## config.mk

```make
export PLATFORM = sky130hd
export DESIGN_NAME = kbd_event_ctrl_flat
export DESIGN_NICKNAME = d
export VERILOG_FILES = /design/src/rtl/kbd_pkg.sv /design/src/rtl/kbd_event_ctrl_if.sv /design/src/rtl/kbd_evt_fifo.sv /design/src/rtl/kbd_event_ctrl.sv /design/src/flat_wrapper.sv
export SDC_FILE = /design/constraint.sdc
export NUM_CORES = 1
export LEC_CHECK = 0
export BUFFER_PORTS_ARGS = -buffer_cell sky130_fd_sc_hd__buf_4
export CORE_UTILIZATION = 60
export CTS_BUF_LIST = sky130_fd_sc_hd__clkbuf_4 sky130_fd_sc_hd__clkbuf_8 sky130_fd_sc_hd__clkbuf_16
export DETAILED_ROUTE_END_ITERATION = 8
export GPL_TIMING_DRIVEN = 0
export PLACE_DENSITY = 0.84
export SETUP_SLACK_MARGIN = 0.2
export SLEW_MARGIN = 0
export SYNTH_ARGS = -nofsm -noshare
export SYNTH_HDL_FRONTEND = slang
export SYNTH_HIERARCHICAL = 1
export SYNTH_SLANG_ARGS = --single-unit
```

## constraint.sdc

```tcl
create_clock -name clk -period 4.69 [get_ports clk]
set_clock_uncertainty 0.2 [all_clocks]
set_input_delay 0.7035 -clock clk [delete_from_list [all_inputs] [get_ports clk]]
set_output_delay 0.7035 -clock clk [all_outputs]
set_load 0.05 [all_outputs]
```

## src/rtl/kbd_pkg.sv

```systemverilog
// Shared scan-code constants, parser state encoding and event record for the keyboard event path.
// KBD_EXT_EN adds the extended-prefix parser states.
package kbd_pkg;

    localparam logic [7:0] SC_BREAK = 8'hF0;
    localparam logic [7:0] SC_EXT   = 8'hE0;

`ifdef KBD_EXT_EN
    typedef enum logic [1:0] {
        ST_IDLE,
        ST_BRK,
        ST_EXT,
        ST_EXT_BRK
    } kbd_state_e;
`else
    typedef enum logic [0:0] {
        ST_IDLE,
        ST_BRK
    } kbd_state_e;
`endif

    typedef struct packed {
        logic       ext;
        logic       brk;
        logic [7:0] code;
    } evt_t;

endpackage

```

## src/rtl/kbd_event_ctrl_if.sv

```systemverilog
// Key-event handshake between kbd_event_ctrl (master) and its downstream consumer (slave).
interface kbd_event_ctrl_if;
    logic       evt_valid;
    logic       evt_ready;
    logic [7:0] evt_code;
    logic       evt_break;
    logic       evt_ext;

    modport master (output evt_valid, evt_code, evt_break, evt_ext, input evt_ready);
    modport slave  (input evt_valid, evt_code, evt_break, evt_ext, output evt_ready);
endinterface

```

## src/rtl/kbd_evt_fifo.sv

```systemverilog
// First-word-fall-through synchronous FIFO; a pop frees a slot for a push in the same cycle.
module kbd_evt_fifo #(
    parameter int DEPTH = 4,
    parameter int WIDTH = 10
) (
    input  logic             clk,
    input  logic             rst,
    input  logic             push,
    input  logic [WIDTH-1:0] push_data,
    output logic             full,
    input  logic             pop,
    output logic             empty,
    output logic [WIDTH-1:0] head
);
    localparam int AW = $clog2(DEPTH);

    logic [WIDTH-1:0] mem [DEPTH];
    logic [AW:0]      wr_ptr;
    logic [AW:0]      rd_ptr;
    logic             do_push;
    logic             do_pop;

    assign empty   = (wr_ptr == rd_ptr);
    assign full    = (wr_ptr[AW] != rd_ptr[AW]) && (wr_ptr[AW-1:0] == rd_ptr[AW-1:0]);
    assign do_pop  = pop & ~empty;
    assign do_push = push & (~full | do_pop);
    assign head    = mem[rd_ptr[AW-1:0]];

    always_ff @(posedge clk) begin
        if (rst) begin
            wr_ptr <= '0;
            rd_ptr <= '0;
        end else begin
            if (do_push) wr_ptr <= wr_ptr + 1'b1;
            if (do_pop)  rd_ptr <= rd_ptr + 1'b1;
        end
    end

    // Storage is data only; the pointers alone define what is valid.
    always_ff @(posedge clk) begin
        if (do_push) mem[wr_ptr[AW-1:0]] <= push_data;
    end

endmodule

```

## src/rtl/kbd_event_ctrl.sv

```systemverilog
// Turns the PS/2 scan-code byte stream into queued make/break events and tracks the held key.
// Define KBD_EXT_EN to decode the E0 extended prefix; otherwise E0 bytes are swallowed.
module kbd_event_ctrl
    import kbd_pkg::*;
#(
    parameter int FIFO_DEPTH = 4,
    parameter int CNT_W      = 8
) (
    input  logic                 clk,
    input  logic                 rst,
    input  logic                 byte_valid,
    input  logic [7:0]           byte_data,
    kbd_event_ctrl_if.master     evt,
    output logic                 key_down,
    output logic [7:0]           held_code,
    output logic                 held_ext,
    output logic [CNT_W-1:0]     press_count,
    output logic                 overflow
);
    kbd_state_e state, state_nx;
    logic       emit;
    evt_t       ev;
    evt_t       head;
    logic       match;
    logic       fifo_full;
    logic       fifo_empty;

    always_comb begin
        state_nx = state;
        emit     = 1'b0;
        ev.ext   = 1'b0;
        ev.brk   = 1'b0;
        ev.code  = byte_data;
        if (byte_valid) begin
            case (state)
                ST_IDLE: begin
                    if (byte_data == SC_BREAK) state_nx = ST_BRK;
`ifdef KBD_EXT_EN
                    else if (byte_data == SC_EXT) state_nx = ST_EXT;
`else
                    else if (byte_data == SC_EXT) state_nx = state;
`endif
                    else emit = 1'b1;
                end
                ST_BRK: begin
                    // An E0 here abandons the pending break.
                    if (byte_data == SC_BREAK) state_nx = ST_BRK;
`ifdef KBD_EXT_EN
                    else if (byte_data == SC_EXT) state_nx = ST_EXT;
`else
                    else if (byte_data == SC_EXT) state_nx = state;
`endif
                    else begin
                        emit     = 1'b1;
                        ev.brk   = 1'b1;
                        state_nx = ST_IDLE;
                    end
                end
`ifdef KBD_EXT_EN
                ST_EXT: begin
                    if (byte_data == SC_BREAK) state_nx = ST_EXT_BRK;
                    else if (byte_data == SC_EXT) state_nx = ST_EXT;
                    else begin
                        emit     = 1'b1;
                        ev.ext   = 1'b1;
                        state_nx = ST_IDLE;
                    end
                end
                ST_EXT_BRK: begin
                    if (byte_data == SC_BREAK) state_nx = ST_EXT_BRK;
                    else if (byte_data == SC_EXT) state_nx = ST_EXT;
                    else begin
                        emit     = 1'b1;
                        ev.ext   = 1'b1;
                        ev.brk   = 1'b1;
                        state_nx = ST_IDLE;
                    end
                end
`endif
                default: state_nx = ST_IDLE;
            endcase
        end
    end

`ifdef KBD_EXT_EN
    assign match = ({ev.ext, ev.code} == {held_ext, held_code});
`else
    assign match = (ev.code == held_code);
    assign held_ext = 1'b0;
`endif

    always_ff @(posedge clk) begin
        if (rst) begin
            state       <= ST_IDLE;
            key_down    <= 1'b0;
            held_code   <= '0;
`ifdef KBD_EXT_EN
            held_ext    <= 1'b0;
`endif
            press_count <= '0;
            overflow    <= 1'b0;
        end else begin
            state <= state_nx;
            if (emit) begin
                if (!ev.brk) begin
                    // A make matching the held key is typematic repeat and leaves tracking alone.
                    if (!key_down || !match) begin
                        press_count <= press_count + 1'b1;
                        key_down    <= 1'b1;
                        held_code   <= ev.code;
`ifdef KBD_EXT_EN
                        held_ext    <= ev.ext;
`endif
                    end
                end else if (key_down && match) begin
                    key_down <= 1'b0;
                end
            end
            if (emit && fifo_full && !evt.evt_ready) overflow <= 1'b1;
        end
    end

    kbd_evt_fifo #(
        .DEPTH (FIFO_DEPTH),
        .WIDTH ($bits(evt_t))
    ) u_fifo (
        .clk       (clk),
        .rst       (rst),
        .push      (emit),
        .push_data (ev),
        .full      (fifo_full),
        .pop       (evt.evt_ready),
        .empty     (fifo_empty),
        .head      (head)
    );

    assign evt.evt_valid = ~fifo_empty;
    assign evt.evt_code  = fifo_empty ? 8'h00 : head.code;
    assign evt.evt_break = fifo_empty ? 1'b0  : head.brk;
    assign evt.evt_ext   = fifo_empty ? 1'b0  : head.ext;

endmodule

```

## src/flat_wrapper.sv

```systemverilog
// flat-port wrapper written by rule: the top's interface ports become plain ports
module kbd_event_ctrl_flat import kbd_pkg::*;
#(
    parameter int FIFO_DEPTH = 4,
    parameter int CNT_W      = 8
)
  (clk, rst, byte_valid, byte_data, key_down, held_code, held_ext, press_count, overflow, evt_evt_valid, evt_evt_code, evt_evt_break, evt_evt_ext, evt_evt_ready);
  kbd_event_ctrl_if evt_i ();
  input  logic clk;
  input  logic rst;
  input  logic byte_valid;
  input  logic [7:0] byte_data;
  output logic key_down;
  output logic [7:0] held_code;
  output logic held_ext;
  output logic [CNT_W-1:0] press_count;
  output logic overflow;
  output wire logic [$bits(evt_i.evt_valid)-1:0] evt_evt_valid;
  output wire logic [$bits(evt_i.evt_code)-1:0] evt_evt_code;
  output wire logic [$bits(evt_i.evt_break)-1:0] evt_evt_break;
  output wire logic [$bits(evt_i.evt_ext)-1:0] evt_evt_ext;
  input wire logic [$bits(evt_i.evt_ready)-1:0] evt_evt_ready;
  assign evt_evt_valid = evt_i.evt_valid;
  assign evt_evt_code = evt_i.evt_code;
  assign evt_evt_break = evt_i.evt_break;
  assign evt_evt_ext = evt_i.evt_ext;
  assign evt_i.evt_ready = evt_evt_ready;
  kbd_event_ctrl #(.FIFO_DEPTH(FIFO_DEPTH), .CNT_W(CNT_W)) u_core (.clk(clk), .rst(rst), .byte_valid(byte_valid), .byte_data(byte_data), .evt(evt_i), .key_down(key_down), .held_code(held_code), .held_ext(held_ext), .press_count(press_count), .overflow(overflow));
endmodule
```

* Word level (Yosys, flattened, before mapping)
Memory sizes are Yosys's and may differ from the RTL's. A register that Yosys moved wholly into a read port is not among the register bits.
Cells that the tools add are included.
** Storage, ports and cells
- Flip-flop bits (word level) :: 25
- Output and inout port bits :: 30
- Memory bits (read-only) :: 0
- Latch bits :: 0
- Word-level logic and storage cells :: 55
- Memories :: 1
- Memory bits (writable) :: 36
** Memory list
- u_core.u_fifo.mem :: words 4, width 9, rd ports 1, clocked after Yosys merged registers in 1, wr ports 1, line kbd_evt_fifo.sv:17 : logic [WIDTH-1:0] mem [DEPTH];
** Operators by class
- Shifts and indexed selects :: 0
- Order comparisons :: 0
- Add/subtract/negate cells :: 3
- Bitwise gates (word level) :: 7
- Div/mod/pow operators :: 0
- Reductions and logical operators :: 11
- Mux-type cells :: 19
- Equal/unequal tests :: 7
- Multipliers :: 0
** Operators by type and width (number)
- equality test 8 bit (second input constant) :: 2
- 2-to-1 mux 1 bit :: 15
- adder 8 x 1 -> 8 bit (second input constant) :: 1
- equality test 8 bit :: 1
- 2-to-1 mux 8 bit :: 1
- adder 3 x 1 -> 3 bit (second input constant) :: 2
- AND reduction 3 bit :: 2
- logical AND 1 bit :: 4
- 2-to-1 mux 2 bit :: 2
- NOT 1 bit :: 4
- equality test 3 bit :: 1
- zero test 1 bit :: 3
- bitwise AND 1 bit :: 2
- equality test 2 bit :: 1
- inequality test 2 x 1 -> 1 bit (second input constant) :: 1
- case mux 1 bit (2 select lines) :: 1
- nonzero test 2 bit :: 1
- logical OR 1 bit :: 1
- inequality test 1 bit :: 1
- bitwise OR 1 bit :: 1

* Longest topological paths before layout
- Word-level depth :: 7
- Depth in mapped cells :: 6

* Modules after synthesis
The synthesis kept the hierarchy.
** By module, submodules not included
- kbd_evt_fifo :: area an instance 1984.4 µm², cells each 107, sequential area each 1361.3 µm², times used 1
- kbd_event_ctrl :: area an instance 1017.2 µm², cells each 109, sequential area each 380.4 µm², times used 1

* Worst setup path before layout
No wires, ideal clock.
- Path kind :: reg2out
- Start point :: reg u_core.u_fifo.wr_ptr[1]
- End point :: out evt_evt_break
- Arrival :: 1616 ps
- Slack :: 2170 ps
- Cell stages (with the launch flop) :: 6
- Cells stage by stage :: dfxtp_1 xnor2_2 nand2_1 nor2_1 clkbuf_1 nor2b_1
** Between the ends
- Longest elaborated chain between the ends :: 2
** RTL lines
- start: declaration :: line kbd_evt_fifo.sv:18 : logic [AW:0] wr_ptr;
- start signal: assignment :: line kbd_evt_fifo.sv:34 : if (do_push) wr_ptr <= wr_ptr + 1'b1;
- equality test 3 bit :: line kbd_evt_fifo.sv:23 : assign empty = (wr_ptr == rd_ptr);
- named net u_core.fifo_empty :: line kbd_event_ctrl.sv:26 : logic fifo_empty;
- 2-to-1 mux 1 bit :: line kbd_event_ctrl.sv:139 : assign evt.evt_break = fifo_empty ? 1'b0 : head.brk;
- end: declaration :: line flat_wrapper.sv:20 : output wire logic [$bits(evt_i.evt_break)-1:0] evt_evt_break;
The timed path passes the listed nets, and every way through them passes these cells.

* Final worst setup path
- Start point :: reg u_core.u_fifo.wr_ptr[1]
- End point :: out evt_evt_code[3]
** Between the ends
- Longest elaborated chain between the ends :: 2
** RTL lines
- equality test 3 bit :: line kbd_evt_fifo.sv:23
- named net u_core.fifo_empty :: line kbd_event_ctrl.sv:26
- 2-to-1 mux 8 bit :: line kbd_event_ctrl.sv:138 : assign evt.evt_code = fifo_empty ? 8'h00 : head.code;
- end: declaration :: line flat_wrapper.sv:19 : output wire logic [$bits(evt_i.evt_code)-1:0] evt_evt_code;
The timed path passes the listed nets, and every way through them passes these cells.

==> flow_results.org <==
** CTS
- Post-CTS setup buffer count :: 0
- Clock latency at the later pin of the worst-skew pair :: 0.34 ns
- Once the clock tree was built, the resizer swapped 0 gates to a different size.
- TritonCTS Sinks :: 67
- Hold_buf cts :: 0
- Clock-pin slew was measured on the worst setup and hold paths at 0.07 ns.
- CTS tree :: yes
- Max clock buf depth :: 2
- Clock tree synthesis inserted a total of 9 buffers.
- Number of H-tree branching levels :: 3
- CTS Root Cell :: sky130_fd_sc_hd__clkbuf_8

** Worst setup path
- For the worst flop-to-flop path, the logic depth is 6.
- Critical Path Source Type :: register
- Data arrives at the worst endpoint at 2.09 ns.
- Among all stages on the critical path, the largest delay is contributed by sky130_fd_sc_hd__clkbuf_1.
- In this run the number of cells on the critical path is 6.
- Largest driver fanout on the critical path :: 10
- Ordered list of cells on the worst path :: xnor2_2 -> nand2_1 -> nor2_1 -> clkbuf_1 -> nor2b_1 -> buf_4
- At the worst endpoint, the required time is 3.79 ns.
- The critical path contains buffers and inverters numbering 2 combined.
- Setup slack on the worst reg-to-reg path comes out at 2.51 ns.
- Crit path capture type :: output pin
- Longest individual stage delay on the worst path :: 0.39 ns
- In this run the critical register-to-register path is launched from u_core/held_code[2].
- Critical R2R Capture :: u_core/held_code[2]
- Worst setup path class :: reg2out
- Gate family responsible for the most delay along the worst path :: buffers and inverters

** Route
- The first detailed-routing pass took 4 iterations.
- Iter 0 DRT Violations :: 173
- Drt drc :: 0
- The routed layout has 1,855 vias.
- Dividing the detail-routed wire length by the instance count gives 16.0 µm.
- Antenna Nets Post-Route :: 0
- After detailed routing, the total wire length is 5500 µm.
- After detailed routing, the number of vias per cell comes to 5.41.

** Run status
- The run finished with clean final reports.

** Synthesis
- Yosys warning count :: 6
- Mean Syn Cell Area :: 13.9 µm²
- In the synthesized netlist the dominant register cell turns out to be sky130_fd_sc_hd__edfxtp_1.
- Synthesized netlist cell count :: 216
- Async set or reset register ratio after synthesis :: 0
- Cell variety after synth :: 43
- Synthesis inferred 67 register bits.
- Yosys mapped a number of flops with a built-in enable equal to 40.
- Sequential share of the synthesized area :: 0.580
- Syn Std Cell Area :: 3000 µm²

** Worst hold path
- Count of cells along the worst hold path :: 2
- The worst hold path begins at u_core/overflow.
- The min-delay analysis places its worst path in the category reg2reg.
- Hold-critical path endpoint :: u_core/overflow

** Finish
- Fill cell total of the finished layout :: 316
- 0 antenna diodes ended up in the layout.
- Growth of design area from synthesis to finish :: 21.5%
- Layout net count :: 289
- Across the whole layout, storage elements account for 1740 µm².
- Layout cells sized above 1 :: 0.312
- The multi-input combinational cells in the finished layout cover a total of 1200 µm².
- The finished layout holds 343 standard cells, fillers aside.

** Power and ir drop
- Internal power component :: 1.17 mW
- Of the total power, registers draw 0.400.
- Leakage component of the power :: 1.43 nW
- Relative contribution of combinational cells to total power :: 0.267
- Worst voltage drop across the vdd grid :: 0.240 mV
- In this run the power density over the cells is 468 nW/µm².
- Net Switching :: 538 µW
- Proportion of total power due to net switching :: 0.316
- Clock power frac :: 0.332

** Timing
- Unrepaired setup endpoints after global routing :: false
- Accumulated negative setup slack :: 0 ns
- Final number of setup-violating endpoints :: 0
- The number of hold violations in the final report was 0.
- Number of max-slew violations in the final report :: 0
- Tightest Pin Transition :: 0.732 ns
- Of the available clock period, the critical path in the final layout requires 0.639.
- Worst relative slew slack :: 0.512
- After layout, the minimum clock period comes to 2.99 ns.
- Upper clock frequency limit :: 334 MHz

** GRT
- Wire length of the first global-routing pass :: 8630 µm
- For this run, the total global-route usage over all layers was measured as 0.231.
- Entering global routing, the biggest net connects 13 pins.
- The total overflow left after global routing is 0.
- Number of antenna violations at the first check in global routing :: 0
- The number of global-route vias before repair came to 1,826.

** Die
- Die area :: 5290 µm²
- The die is 72.7 µm tall.
- Floorplan die width :: 72.7 µm
- Count of pins on the block boundary :: 42
- For this configuration, the core starts out at a cell density of 0.631.
- The floorplan step defined a core boundary enclosing 4750 µm².
- Row generation in the floorplan step produced 25 rows.

** Job
- Max-capacitance violation count :: 0

** Placed design
- Detailed placement finished with a half-perimeter wire length of 3760 µm.
- The congestion estimate from routability-driven global placement came to 0.757.
- Port buffering added 40 buffers.
- Number of instances in the placed design :: 327
[power groups by stage]
stage               Combinational [mW]  Clock [mW]  Sequential, mW
floorplan                        0.314           0           0.715
global placement                 0.450           0           0.693
detailed placement               0.458           0           0.696
CTS                              0.459       0.577           0.683
global route                     0.481       0.600           0.686
finish                           0.456       0.567           0.683
[tightest hold or removal path, cell delays in order (launching register included)]
cell and delay [ns]:
sky130_fd_sc_hd__dfxtp_1 0.33, sky130_fd_sc_hd__a31oi_1 0.05, sky130_fd_sc_hd__nor2_1 0.07
[cells in the final DEF, fill, tap and decap left out, types with 8 or more instances in the layout]
master                     instances
sky130_fd_sc_hd__buf_4            42
sky130_fd_sc_hd__edfxtp_1         40
sky130_fd_sc_hd__dfxtp_1          27
sky130_fd_sc_hd__nor2_1           21
sky130_fd_sc_hd__nor2b_1          15
sky130_fd_sc_hd__mux2i_1          11
sky130_fd_sc_hd__clkbuf_8         10
sky130_fd_sc_hd__mux4_2           10
sky130_fd_sc_hd__inv_1             9
sky130_fd_sc_hd__xor2_1            8
[how the worst max path moves through the flow]
stage                       startpoint                      end  slack [ns]
2_1_floorplan  u_core/u_fifo/wr_ptr[1]            evt_evt_break        2.17
3_3_place_gp              byte_data[0]  u_core/u_fifo/mem[2][1]        1.94
3_5_place_dp              byte_data[0]  u_core/u_fifo/mem[0][1]        1.90
4_1_cts        u_core/u_fifo/wr_ptr[1]          evt_evt_code[3]        1.65
5_1_grt        u_core/u_fifo/wr_ptr[0]          evt_evt_code[3]        1.55
6_report       u_core/u_fifo/wr_ptr[1]          evt_evt_code[3]        1.70
[metal layers]
| metal | track usage | share of wire | up-vias |
|---|---|---|---|
| met5 | 0 | 0 | - |
| met4 | 0.122 | 0.019 | 0 |
| met3 | 0.0635 | 0.058 | 11 |
| met2 | 0.374 | 0.50 | 58 |
| met1 | 0.285 | 0.42 | 891 |
| li1 | - | - | 895 |
[layout make-up]
class / count / area share
Buffer: 8 / 0.0106
Clock buffer: 11 / 0.0446
Inverter: 9 / 0.00927
Multi-Input combinational cell: 136 / 0.330
Clock inverter: 5 / 0.0226
Sequential cell: 67 / 0.478
Timing Repair Buffer: 40 / 0.0824
Tap cell: 67 / 0.0230
[flip-flops by register name (all words and copies together), names as in the netlist, named ones only]
| register | cells |
|---|---|
| u_core/u_fifo/mem | 40 |
| u_core/held_code | 8 |
| u_core/press_count | 8 |
| u_core/u_fifo/rd_ptr | 3 |
| u_core/u_fifo/wr_ptr | 3 |
| u_core/key_down | 1 |
| u_core/overflow | 1 |
| u_core/state | 1 |
[logic make-up after synthesis]
group                      Yosys count  synth area share
buffers and inverters               17            0.0242
and+or+nand+nor                     66             0.125
AOI/OAI and AO/OA                   18            0.0592
xor gates and xnor gates            14            0.0484
muxes                               27             0.137
other                                1           0.00125
adders and majority gates            6            0.0250
DFF                                 67             0.580
[per-stage QoR]
step                total power, mW  hold slack [ns]  utilization  setup WS (ns)  instance area (µm²)
floorplan                      1.03            0.292            -           2.17                 3020
global placement               1.14            0.252        0.715           1.94                 3400
detailed placement             1.15            0.270        0.715           1.90                 3400
CTS                            1.72            0.288        0.767           1.65                 3650
global route                   1.77            0.299        0.767           1.55                 3650
finish                         1.71            0.278        0.767           1.70                 3650
[cells in the mapped netlist, types with 4 or more instances]
cell type                  instances  area, µm²
sky130_fd_sc_hd__mux2i_1          11        110
sky130_fd_sc_hd__edfxtp_1         40       1200
sky130_fd_sc_hd__nand2b_1          5       31.3
sky130_fd_sc_hd__a21oi_1           5       25.0
sky130_fd_sc_hd__mux4_2           10        225
sky130_fd_sc_hd__inv_1             9       33.8
sky130_fd_sc_hd__dfxtp_1          27        541
sky130_fd_sc_hd__xor2_1            8       70.1
sky130_fd_sc_hd__nor2b_1          15       93.8
sky130_fd_sc_hd__clkbuf_1          4       15.0
sky130_fd_sc_hd__nor2_1           21       78.8
sky130_fd_sc_hd__ha_1              6       75.1
sky130_fd_sc_hd__and2_1            5       31.3
No activity file was read; power rests on OpenSTA's default activity.
